## config.mk

```make
export PLATFORM = sky130hd
export DESIGN_NAME = fifo_reader_flat
export DESIGN_NICKNAME = d
export VERILOG_FILES = /design/src/rtl/fifo_reader_if.sv /design/src/rtl/fifo_reader.sv /design/src/flat_wrapper.sv
export SDC_FILE = /design/constraint.sdc
export NUM_CORES = 1
export LEC_CHECK = 0
export ABC_AREA = 0
export BUFFER_PORTS_ARGS = -buffer_cell sky130_fd_sc_hd__buf_2
export CAP_MARGIN = 20
export CORE_MARGIN = 2
export CORE_UTILIZATION = 51
export DETAILED_ROUTE_END_ITERATION = 6
export GPL_ROUTABILITY_DRIVEN = 0
export PLACE_DENSITY_LB_ADDON = 0.2
export SLEW_MARGIN = 15
export SYNTH_ARGS = -nofsm -noshare
export SYNTH_HDL_FRONTEND = slang
export SYNTH_SLANG_ARGS = --single-unit
```

## constraint.sdc

```tcl
create_clock -name clk -period 5.45 [get_ports clk]
set_input_delay 0.545 -clock clk [delete_from_list [all_inputs] [get_ports clk]]
set_output_delay 0.545 -clock clk [all_outputs]
set_load 0.05 [all_outputs]
```

## src/rtl/fifo_reader_if.sv

```systemverilog
// Handshake bundle between fifo_reader, its source FIFO and its downstream sink.
// timeout_err exists only when FIFO_READER_TIMEOUT_EN is defined.
interface fifo_reader_if #(
    parameter int unsigned DATA_SIZE = 32
) ();
    logic [DATA_SIZE-1:0] fifo_data;
    logic                 fifo_empty;
    logic                 r_ack;
    logic                 start;
    logic [DATA_SIZE-1:0] out_data;
    logic                 out_valid;
    logic                 out_ready;
    logic                 busy;
    logic                 done;
`ifdef FIFO_READER_TIMEOUT_EN
    logic                 timeout_err;
`endif

    modport master (
        input  fifo_data, fifo_empty, start, out_ready,
        output r_ack, out_data, out_valid, busy, done
`ifdef FIFO_READER_TIMEOUT_EN
        , output timeout_err
`endif
    );

    modport slave (
        output fifo_data, fifo_empty, start, out_ready,
        input  r_ack, out_data, out_valid, busy, done
`ifdef FIFO_READER_TIMEOUT_EN
        , input timeout_err
`endif
    );
endinterface

```

## src/rtl/fifo_reader.sv

```systemverilog
// Burst reader: pops BURST_LEN words from a fall-through FIFO into a one-deep valid/ready stage.
// Define FIFO_READER_TIMEOUT_EN to add an empty-FIFO watchdog that aborts the burst.
module fifo_reader #(
    parameter int unsigned DATA_SIZE = 32,
    parameter int unsigned BURST_LEN = 16,
    parameter int unsigned TIMEOUT   = 255
) (
    input logic           clk,
    input logic           nRST,
    fifo_reader_if.master bus
);
    localparam int unsigned RemW = $clog2(BURST_LEN + 1);

    typedef enum logic [1:0] {IDLE, RUN, DRAIN} state_e;

    state_e               state_q, state_d;
    logic [RemW-1:0]      remaining_q, remaining_d;
    logic [DATA_SIZE-1:0] out_data_q, out_data_d;
    logic                 out_valid_q, out_valid_d;
    logic                 done_q, done_d;
    logic                 r_ack;

    // Pop only when the output stage is empty or is being emptied this cycle.
    assign r_ack = (state_q == RUN) && !bus.fifo_empty && (remaining_q != '0) &&
                   (!out_valid_q || bus.out_ready);

`ifdef FIFO_READER_TIMEOUT_EN
    localparam int unsigned TmoW = $clog2(TIMEOUT + 1);

    logic [TmoW-1:0] tmo_cnt_q, tmo_cnt_d;
    logic            tmo_err_q, tmo_err_d;
    logic            tmo_hit;

    assign tmo_hit = (state_q == RUN) && bus.fifo_empty && (tmo_cnt_q == TmoW'(TIMEOUT - 1));

    always_comb begin
        tmo_cnt_d = tmo_cnt_q;
        tmo_err_d = 1'b0;
        if (state_q != RUN || r_ack || tmo_hit) begin
            tmo_cnt_d = '0;
        end else if (bus.fifo_empty) begin
            tmo_cnt_d = tmo_cnt_q + 1'b1;
        end
        if (tmo_hit) begin
            tmo_err_d = 1'b1;
        end
    end

    always_ff @(posedge clk or negedge nRST) begin
        if (!nRST) begin
            tmo_cnt_q <= '0;
            tmo_err_q <= 1'b0;
        end else begin
            tmo_cnt_q <= tmo_cnt_d;
            tmo_err_q <= tmo_err_d;
        end
    end

    assign bus.timeout_err = tmo_err_q;
`else
    logic unused_timeout;
    assign unused_timeout = ^TIMEOUT;
`endif

    always_comb begin
        state_d     = state_q;
        remaining_d = remaining_q;
        out_data_d  = out_data_q;
        out_valid_d = out_valid_q;
        done_d      = 1'b0;

        if (r_ack) begin
            out_data_d  = bus.fifo_data;
            out_valid_d = 1'b1;
            remaining_d = remaining_q - 1'b1;
        end else if (out_valid_q && bus.out_ready) begin
            out_valid_d = 1'b0;
        end

        unique case (state_q)
            IDLE: begin
                if (bus.start) begin
                    remaining_d = RemW'(BURST_LEN);
                    state_d     = RUN;
                end
            end
            RUN: begin
                if (r_ack && remaining_q == RemW'(1)) begin
                    state_d = DRAIN;
                end
`ifdef FIFO_READER_TIMEOUT_EN
                if (tmo_hit) begin
                    state_d     = IDLE;
                    done_d      = 1'b1;
                    remaining_d = '0;
                end
`endif
            end
            DRAIN: begin
                // Last word leaves (or already left) the output stage.
                if (!out_valid_q || bus.out_ready) begin
                    state_d = IDLE;
                    done_d  = 1'b1;
                end
            end
            default: state_d = IDLE;
        endcase
    end

    always_ff @(posedge clk or negedge nRST) begin
        if (!nRST) begin
            state_q     <= IDLE;
            remaining_q <= '0;
            out_data_q  <= '0;
            out_valid_q <= 1'b0;
            done_q      <= 1'b0;
        end else begin
            state_q     <= state_d;
            remaining_q <= remaining_d;
            out_data_q  <= out_data_d;
            out_valid_q <= out_valid_d;
            done_q      <= done_d;
        end
    end

    assign bus.r_ack     = r_ack;
    assign bus.out_data  = out_data_q;
    assign bus.out_valid = out_valid_q;
    assign bus.busy      = (state_q != IDLE);
    assign bus.done      = done_q;
endmodule

```

## src/flat_wrapper.sv

```systemverilog
// flat-port wrapper written by rule: the top's interface ports become plain ports
module fifo_reader_flat 
#(
    parameter int unsigned DATA_SIZE = 32,
    parameter int unsigned BURST_LEN = 16,
    parameter int unsigned TIMEOUT   = 255
)
  (clk, nRST, bus_fifo_data, bus_fifo_empty, bus_start, bus_out_ready, bus_r_ack, bus_out_data, bus_out_valid, bus_busy, bus_done);
  fifo_reader_if #(.DATA_SIZE(DATA_SIZE)) bus_i ();
  input logic clk;
  input logic nRST;
  input wire logic [$bits(bus_i.fifo_data)-1:0] bus_fifo_data;
  input wire logic [$bits(bus_i.fifo_empty)-1:0] bus_fifo_empty;
  input wire logic [$bits(bus_i.start)-1:0] bus_start;
  input wire logic [$bits(bus_i.out_ready)-1:0] bus_out_ready;
  output wire logic [$bits(bus_i.r_ack)-1:0] bus_r_ack;
  output wire logic [$bits(bus_i.out_data)-1:0] bus_out_data;
  output wire logic [$bits(bus_i.out_valid)-1:0] bus_out_valid;
  output wire logic [$bits(bus_i.busy)-1:0] bus_busy;
  output wire logic [$bits(bus_i.done)-1:0] bus_done;
  assign bus_i.fifo_data = bus_fifo_data;
  assign bus_i.fifo_empty = bus_fifo_empty;
  assign bus_i.start = bus_start;
  assign bus_i.out_ready = bus_out_ready;
  assign bus_r_ack = bus_i.r_ack;
  assign bus_out_data = bus_i.out_data;
  assign bus_out_valid = bus_i.out_valid;
  assign bus_busy = bus_i.busy;
  assign bus_done = bus_i.done;
  fifo_reader #(.DATA_SIZE(DATA_SIZE), .BURST_LEN(BURST_LEN), .TIMEOUT(TIMEOUT)) u_core (.clk(clk), .nRST(nRST), .bus(bus_i));
endmodule
```

# Yosys cells after proc, flatten, opt, wreduce, memory -nomap -nowiden
# Cells that the tools add are included.
# totals
regBits	41
input_bits	37
output_inout_bits	36
word_cells	36
# op_classes
add_sub_neg	1
eq_ne	6
mux	11
n_reduce_logical	13
# op_table
op	count
two-way mux 5 bit	3
two-way mux 2 bit	3
case mux 2 bit (3 select lines)	1
== test 5 x 1 -> 1 bit (second input constant)	1
logical AND 1 bit	5
nonzero test 5 bit	1
subtractor 5 x 1 -> 5 bit (second input constant)	1
two-way mux 1 bit	4
inequality test 2 bit (second input constant)	2
nonzero test 2 bit	2
AND reduction 3 bit	1
== test 2 x 1 -> 1 bit (second input constant)	1
== test 2 bit (second input constant)	1
zero test 1 bit	2
zero test 2 bit	1
inequality test 2 x 1 -> 1 bit (second input constant)	1
logical OR 1 bit	1

# Logic depth before layout (Yosys ltp)
# Gate-level depths: netlist of the first run.
# logic_depth
word_depth	7
depth_mapped	8
mapped_depth_nobuf	6

# Worst setup path before layout of the first run
# No wires, ideal clock.
# synth_timing
path_kind	register to output
start	reg u_core.remaining_q[0]
end	out bus_r_ack
arrival_ns	1.533
required_ns	4.905
slack_ns	3.372
path_stages_with_launch	7
cell_sequence	dfrtp_1 -> inv_1 -> ha_1 -> or4b_1 -> and4_1 -> buf_6 -> buf_6
# synth_between
elab_chain_len	3
# synth_lines
item	line	rtl
from (decl)	fifo_reader.sv:17	logic [RemW-1:0] remaining_q, remaining_d;
from (signal assigned)	fifo_reader.sv:119	remaining_q <= remaining_d;
nonzero test 5 bit	fifo_reader.sv:24	assign r_ack = (state_q == RUN) && !bus.fifo_empty && (remaining_q != '0) &&
logical AND 1 bit (2 in series)	fifo_reader.sv:24	
to (decl)	flat_wrapper.sv:16	output wire logic [$bits(bus_i.r_ack)-1:0] bus_r_ack;
# No other way between the ends.

# Worst setup path in the final report of the first run
# Ends and elaborated chain as after synthesis.

==> summary.md, run 1 <==
| Metric | Value |
|---|---|
| Outcome | `completed` |
| Layout Nets | `228` |
| Period utilization | `53.0%` |
| Die width | `63.1 µm` |
| Crit path DAT | `2.34 ns` |
| Initial Utilization | `53.4%` |
| Worst-margin pin slew | `0.859 ns` |
| Detail Route Antenna Nets | `0` |
| Max-slew violation count | `0` |
| TritonCTS clock tree | `built` |
| Final core utilization | `66.0%` |
| Worst path max stage delay | `0.69 ns` |
| Post-DP HPWL | `2330 µm` |
| P_leak | `1.14 nW` |
| Skew final | `0.00981 ns` |
| Peak Freq | `0.346 GHz` |
| Fraction of layout instances using a drive strength above 1 | `59.6%` |
| Worst slack, placed | `2.54 ns` |
| Internal | `0.716 mW` |
| Synth top area share | `57.6%` |
| Post-synth top area cell | `dfrtp_1` |
| P&R area growth vs syn | `23.5%` |
| GR Overflow Total | `0` |
| Synth Register Bits | `41` |
| Crit end category | `primary output` |
| Final min period | `2.89 ns` |
| Row count | `21` |
| Placed cells | `227` |
| Pre-Repair DR Iteration Count | `4` |
| Total Power | `1.36 mW` |
| Crit-path cells | `inv_1 -> ha_1 -> or4b_1 -> and4_4 -> buf_2` |
| Setup CP Type | `register to primary output` |
| Skew-Pair Late Insertion Delay | `0.34 ns` |
| Setup repair bufs after CTS | `0` |
| Post-synth ARST share | `100%` |
| Ys Warns | `0` |
| Clk slew on worst S/H paths | `0.11 ns` |
| Core ar. | `0.00334 mm²` |
| First-pass GRT wire length | `5470 µm` |
| TNS Setup | `0 ns` |
| Initial antenna violation count | `0` |
| CTS Buf Count | `5` |
| Pwr Density | `617 mW/mm²` |
| Initial DRC count | `35` |
| Worst path slowest cell | `and4_4` |
| Startpoint Class | `register` |
| Cells after Synth | `114` |
| Clk sinks | `41` |
| Post-synth EDFFs | `0` |
| # setup viols final | `0` |
| Peak supply drop | `270 µV` |
| CP max FO | `43` |
| Via/cell ratio | `4.89` |
| Most numerous cell in the Yosys netlist | `dfrtp_1` |
| Mapped Area | `0.00178 mm²` |
| Post-Layout Cell Count | `234` |
| Post-route setup slack | `2.56 ns` |
| Worst Path Required | `4.91 ns` |
| Net Sw Frac | `47.2%` |
| Clock Power Share | `10.9%` |
| Die Span Y | `63.1 µm` |
| Drt wl/cell | `14.1 µm` |
| Post-synth cell types | `22` |
| Max Cap Viol | `0` |
| Largest net degree at the start of global routing | `44` |
| Hold WC Path Type | `input port to asynchronous set/reset pin` |
| Area after DPL | `0.00214 mm²` |
| Vias in the first global route | `1181` |
| Avg Synthesized Cell Area | `15.6 µm²` |
| Root Buffer | `clkbuf_4` |
| Switch Pwr | `0.641 mW` |
| Rel. slew slack | `42.7%` |
| Total track usage | `17.8%` |
| Seq pwr share | `35.7%` |
| CTS Buffer Depth | `2` |
| Seq/Total Area, Yosys | `57.6%` |
| Synth Net Count | `154` |
| Synth top cells by count | `dfrtp_1 (41), mux2_4 (30), nor2_1 (6)` |
| Top cells by area, synth | `dfrtp_1 (58%), mux2_4 (25%), buf_6 (3.2%), ha_1 (2.1%), mux2_2 (1.3%)` |
| Number of I/O pins | `73` |
| Post_cts resized | `0` |
| Synth Flop Type | `dfrtp_1` |
| Hold buffer count at CTS | `0` |
| Combinational share of power | `53.4%` |
| Routed Wire Length | `3300 µm` |
| DRC viols | `0` |
| RSZ-0062 raised after global routing | `no` |
| N_diodes | `0` |
| H-tree depth | `2` |
| # port buffers | `72` |
| Post-route cell area | `0.00220 mm²` |
| Vias | `1144` |
| Fin. Hold Viols | `0` |
| DIE AREA | `0.00398 mm²` |
| Worst hold margin | `0.307 ns` |
registers in the layout, summed over array words and instances, names as in the netlist:
name,flops
u_core.remaining_q,5
u_core.state_q,2
u_core.bus.out_data,32
u_core.bus.done,1
u_core.bus.out_valid,1
power by group through the flow:
stage	sequential (mW)	clock, mW	combinational, mW
2_1_floorplan	0.813	0	0.256
3_3_place_gp	0.482	0	0.720
3_5_place_dp	0.490	0	0.728
4_1_cts	0.485	0.151	0.732
5_1_grt	0.500	0.165	0.762
6_report	0.484	0.148	0.725
path summary, 6_finish.rpt:
check                                                      from                                   to  slack [ns]  cells past startpoint
worst max-delay path            u_core.remaining_q[0]$_DFF_PN0_                            bus_r_ack        2.56                      5
worst min-delay path                                       nRST      u_core.remaining_q[4]$_DFF_PN0_        0.31                      1
worst max register to register  u_core.remaining_q[0]$_DFF_PN0_      u_core.remaining_q[4]$_DFF_PN0_        3.25                      6
worst min register to register    u_core.state_q[1]$_DFFE_PN0P_        u_core.state_q[0]$_DFFE_PN0P_        0.49                      1
max in group asynchronous                                  nRST  u_core.bus.out_data[24]$_DFFE_PN0P_        4.61                      1
min in group clk                              bus_fifo_data[14]  u_core.bus.out_data[14]$_DFFE_PN0P_        0.44                      2
cell usage in the layout (no fill, tap or decap):
master and count:
a211o_1 1, a211oi_1 1, a311oi_1 2, a41oi_1 1, and4_4 1, buf_2 72, clkbuf_1 1, clkbuf_4 5
clkbuf_8 1, dfrtp_1 41, ha_1 3, inv_1 4, mux2_2 2, mux2_4 30, mux2i_1 1, nand2_1 3
nand2b_1 2, nand3_1 3, nor2_1 6, nor2b_1 1, nor3_1 2, o21ai_0 2, or2_2 1, or4b_1 1
xnor2_1 1
routing by layer:
| layer | track usage (%) | part of all wire [%] | wire, µm |
|---|---|---|---|
| met1 | 23.0 | 43 | 1430 |
| met2 | 28.3 | 48 | 1580 |
| met3 | 5.00 | 7.3 | 242 |
| met4 | 7.50 | 1.4 | 46 |
| met5 | 0 | 0 | 0 |
final cells by class:
class | instances | area (µm²)
Fill cell | 253 | 1140
Sequential cell | 41 | 1030
Multi-Input combinational cell | 64 | 687
Timing Repair Buffer | 72 | 360
Tap cell | 46 | 57.6
Clock buffer | 7 | 55.1
Inverter | 4 | 15.0
kinds of logic (layout without fill, tap and decap cells):
group	Yosys count	count (layout)	share of synthesized area (%)
AO/OA/AOI/OAI	7	7	2.95
XOR/XNOR	1	1	0.492
adder cells (fa/ha/maj)	3	3	2.11
buffers and inverters	9	83	4.00
flip-flops	41	41	57.6
multiplexers	33	33	27.1
AND/OR/NAND/NOR	20	20	5.76
worst max-delay path: cells and delay by family (launching register included):
kind	cells	cell delay, ns
adders and majority gates	1	0.19
DFF	1	0.42
buffers and inverters	2	0.47
and+or+nand+nor	2	0.88
Note: power is estimated with default switching activity, not from simulation.
==> run 2: changes to the inputs <==
--- a/config.mk
+++ b/config.mk
@@ -9,7 +9,7 @@
 export BUFFER_PORTS_ARGS = -buffer_cell sky130_fd_sc_hd__buf_2
 export CAP_MARGIN = 20
 export CORE_MARGIN = 2
-export CORE_UTILIZATION = 51
+export CORE_UTILIZATION = 43
 export DETAILED_ROUTE_END_ITERATION = 6
 export GPL_ROUTABILITY_DRIVEN = 0
 export PLACE_DENSITY_LB_ADDON = 0.2
==> constraint.sdc (replaced) <==
create_clock -name clk -period 2.46 [get_ports clk]
set_input_delay 0.246 -clock clk [delete_from_list [all_inputs] [get_ports clk]]
set_output_delay 0.246 -clock clk [all_outputs]
set_load 0.05 [all_outputs]
==> summary.md, run 2 (synthesis gave the netlist of run 1 again) <==
| Metric | Value |
|---|---|
| Met1 Usage GRT | `20.0% (-3.0 points)` |
| Met2 GRT Util | `27.2% (-1.1 points)` |
| Number of I/O pins | `73 (unchanged)` |
| Worst Path Required | `2.21 ns (-2.70 ns)` |
| CP max FO | `12 (-72%)` |
| GR Overflow Total | `0 (unchanged)` |
| Peak Freq | `0.443 GHz` |
| Via/cell ratio | `4.85 (-0.87%)` |
| Routed Wire Length | `3600 µm (+9.1%)` |
| Setup CP Type | `register to primary output` |
| Root Buffer | `clkbuf_8` |
| DRC viols | `0 (unchanged)` |
| Hold WC Path Type | `input port to asynchronous set/reset pin` |
| First-pass GRT wire length | `5400 µm (-1.3%)` |
| GR Util met3 | `5.10% (+0.099 points)` |
| Rel. slew slack | `39.8% (-2.9 points)` |
| Worst hold margin | `0.0790 ns (-0.228 ns)` |
| P_leak | `1.18 nW (+3.1%)` |
| TritonCTS clock tree | `built` |
| Startpoint Class | `register` |
| Fin. Hold Viols | `0 (unchanged)` |
| Most frequent cells in the layout | `buf_2 (72), dfrtp_1 (41), mux2_4 (30)` |
| Most used routing layer | `met2` |
| Internal | `1.79 mW (+150%)` |
| Vias in the first global route | `1175 (-0.51%)` |
| Final min period | `2.26 ns` |
| Switch Pwr | `1.46 mW (+130%)` |
| Initial Utilization | `44.5% (-8.9 points)` |
| H-tree depth | `2 (unchanged)` |
| Layout Nets | `230 (+0.88%)` |
| Worst reg2reg path endpoint | `u_core.bus.out_data[7]$_DFFE_PN0P_` |
| Post-Layout Cell Count | `241 (+3.0%)` |
| CTS Buffer Depth | `2 (unchanged)` |
| Clk slew on worst S/H paths | `0.08 ns (-0.03 ns)` |
| Max reg flops | `32 (unchanged)` |
| Vias | `1168 (+2.1%)` |
| Fraction of layout instances using a drive strength above 1 | `60.2% (+0.63 points)` |
| Peak supply drop | `609 µV (+130%)` |
| Core ar. | `0.00400 mm² (+20%)` |
| Seq pwr share | `33.2% (-2.5 points)` |
| Pre-Repair DR Iteration Count | `2 (-2)` |
| Total track usage | `16.3% (-1.6 points)` |
| Largest net degree at the start of global routing | `42 (-4.5%)` |
| Outcome | `completed` |
| Skew final | `0.00588 ns (-0.00393 ns)` |
| N_diodes | `0 (unchanged)` |
| FF-to-FF path depth | `6 (unchanged)` |
| Number of fill cells in the layout | `341 (+35%)` |
| Die width | `68.4 µm (+8.3%)` |
| TNS Setup | `0 ns (unchanged)` |
| Skew-Pair Late Insertion Delay | `0.29 ns (-0.05 ns)` |
| Crit end category | `primary output` |
| Net Sw Frac | `44.9% (-2.3 points)` |
| Die Span Y | `68.4 µm (+8.3%)` |
| CTS Buf Count | `5 (unchanged)` |
| Commonest non-fill, non-tap cell in the layout | `buf_2` |
| # port buffers | `72 (unchanged)` |
| Max Cap Viol | `0 (unchanged)` |
| Initial antenna violation count | `0 (unchanged)` |
| Placed cells | `233 (+2.6%)` |
| Detail Route Antenna Nets | `0 (unchanged)` |
| Drt wl/cell | `14.9 µm (+5.9%)` |
| Setup repair bufs after CTS | `0 (unchanged)` |
| # setup viols final | `0 (unchanged)` |
| Worst-margin pin slew | `0.902 ns (+0.0434 ns)` |
| Hold buffer count at CTS | `0 (unchanged)` |
| Post-DP HPWL | `2620 µm (+12%)` |
| Worst setup startpoint | `u_core.remaining_q[0]$_DFF_PN0_` |
| Clk sinks | `41 (unchanged)` |
| P&R area growth vs syn | `28.0%` |
| Reg-to-Reg Start | `u_core.remaining_q[0]$_DFF_PN0_` |
| Post_cts resized | `0 (unchanged)` |
| R2R Setup Slk | `0.26 ns (-2.99 ns)` |
| Period utilization | `91.8%` |
| Max-slew violation count | `0 (unchanged)` |
| Row count | `23 (+9.5%)` |
| Initial DRC count | `32 (-8.6%)` |
| Clock Power Share | `17.1% (+6.2 points)` |
| Crit path DAT | `2.01 ns (-0.33 ns)` |
| Pwr Density | `1420 mW/mm² (+130%)` |
| Combinational share of power | `49.7% (-3.7 points)` |
| DIE AREA | `0.00467 mm² (+17%)` |
| RSZ-0062 raised after global routing | `no` |
-- run 2: cell types whose count changed in the layout (fill, tap and decap cells not counted), sizes merged --
cell | previous run | this run
bufinv | 0 | 1
buf | 72 | 74
-- run 2: cell type report --
| cell class | instances | area (µm²) | share of cell area (%) |
|---|---|---|---|
| Sequential cell | 41 | 1030 | 45.0 |
| Multi-Input combinational cell | 64 | 686 | 30.1 |
| Timing Repair Buffer | 74 | 375 | 16.5 |
| Clock buffer | 7 | 86.3 | 3.78 |
| Tap cell | 50 | 62.6 | 2.74 |
| Clock inverter | 1 | 30.0 | 1.32 |
| Inverter | 4 | 15.0 | 0.658 |
-- run 2: worst max path at each step --
stage / endpoint / slack (ns) / cells after the start
finish: bus_r_ack / 0.20 / 5
global route: bus_r_ack / 0.12 / 5
CTS: bus_r_ack / 0.20 / 5
detailed placement: u_core.bus.out_data[7]$_DFFE_PN0P_ / 0.28 / 6
global placement: u_core.bus.out_data[23]$_DFFE_PN0P_ / 0.35 / 6
floorplan: u_core.bus.out_data[10]$_DFFE_PN0P_ / 0.53 / 7
-- run 2: per-stage QoR --
| step | setup WS, ns | power (mW) | util (%) | area (µm²) |
|---|---|---|---|---|
| 6_report | 0.202 | 3.25 | 57.0 | 2280 |
| 5_1_grt | 0.116 | 3.41 | 57.0 | 2280 |
| 4_1_cts | 0.196 | 3.27 | 57.0 | 2280 |
| 3_5_place_dp | 0.275 | 2.71 | 54.1 | 2160 |
| 3_3_place_gp | 0.349 | 2.67 | 54.1 | 2160 |
| 2_1_floorplan | 0.529 | 2.37 | - | 1780 |
-- run 2: power groups by stage --
stage | sequential, mW | clock [mW] | combinational [mW]
finish | 1.08 | 0.554 | 1.61
global route | 1.11 | 0.594 | 1.71
CTS | 1.08 | 0.567 | 1.63
detailed placement | 1.09 | 0 | 1.62
global placement | 1.08 | 0 | 1.59
floorplan | 1.80 | 0 | 0.568
-- run 2: layer usage --
layer  up-vias  share of wire [%]  routed length (µm)
met2        44                 49                1770
met3         5                7.4                 266
met1       569                 43                1530
met5         -                  0                   0
li1        550                  -                   -
met4         0               0.97                  35
-- run 2: critical path, stage by stage, from the launching register on --
cell,delay [ns]
dfrtp_1,0.42
inv_1,0.09
ha_1,0.14
or4b_1,0.45
and4_2,0.36
buf_2,0.25
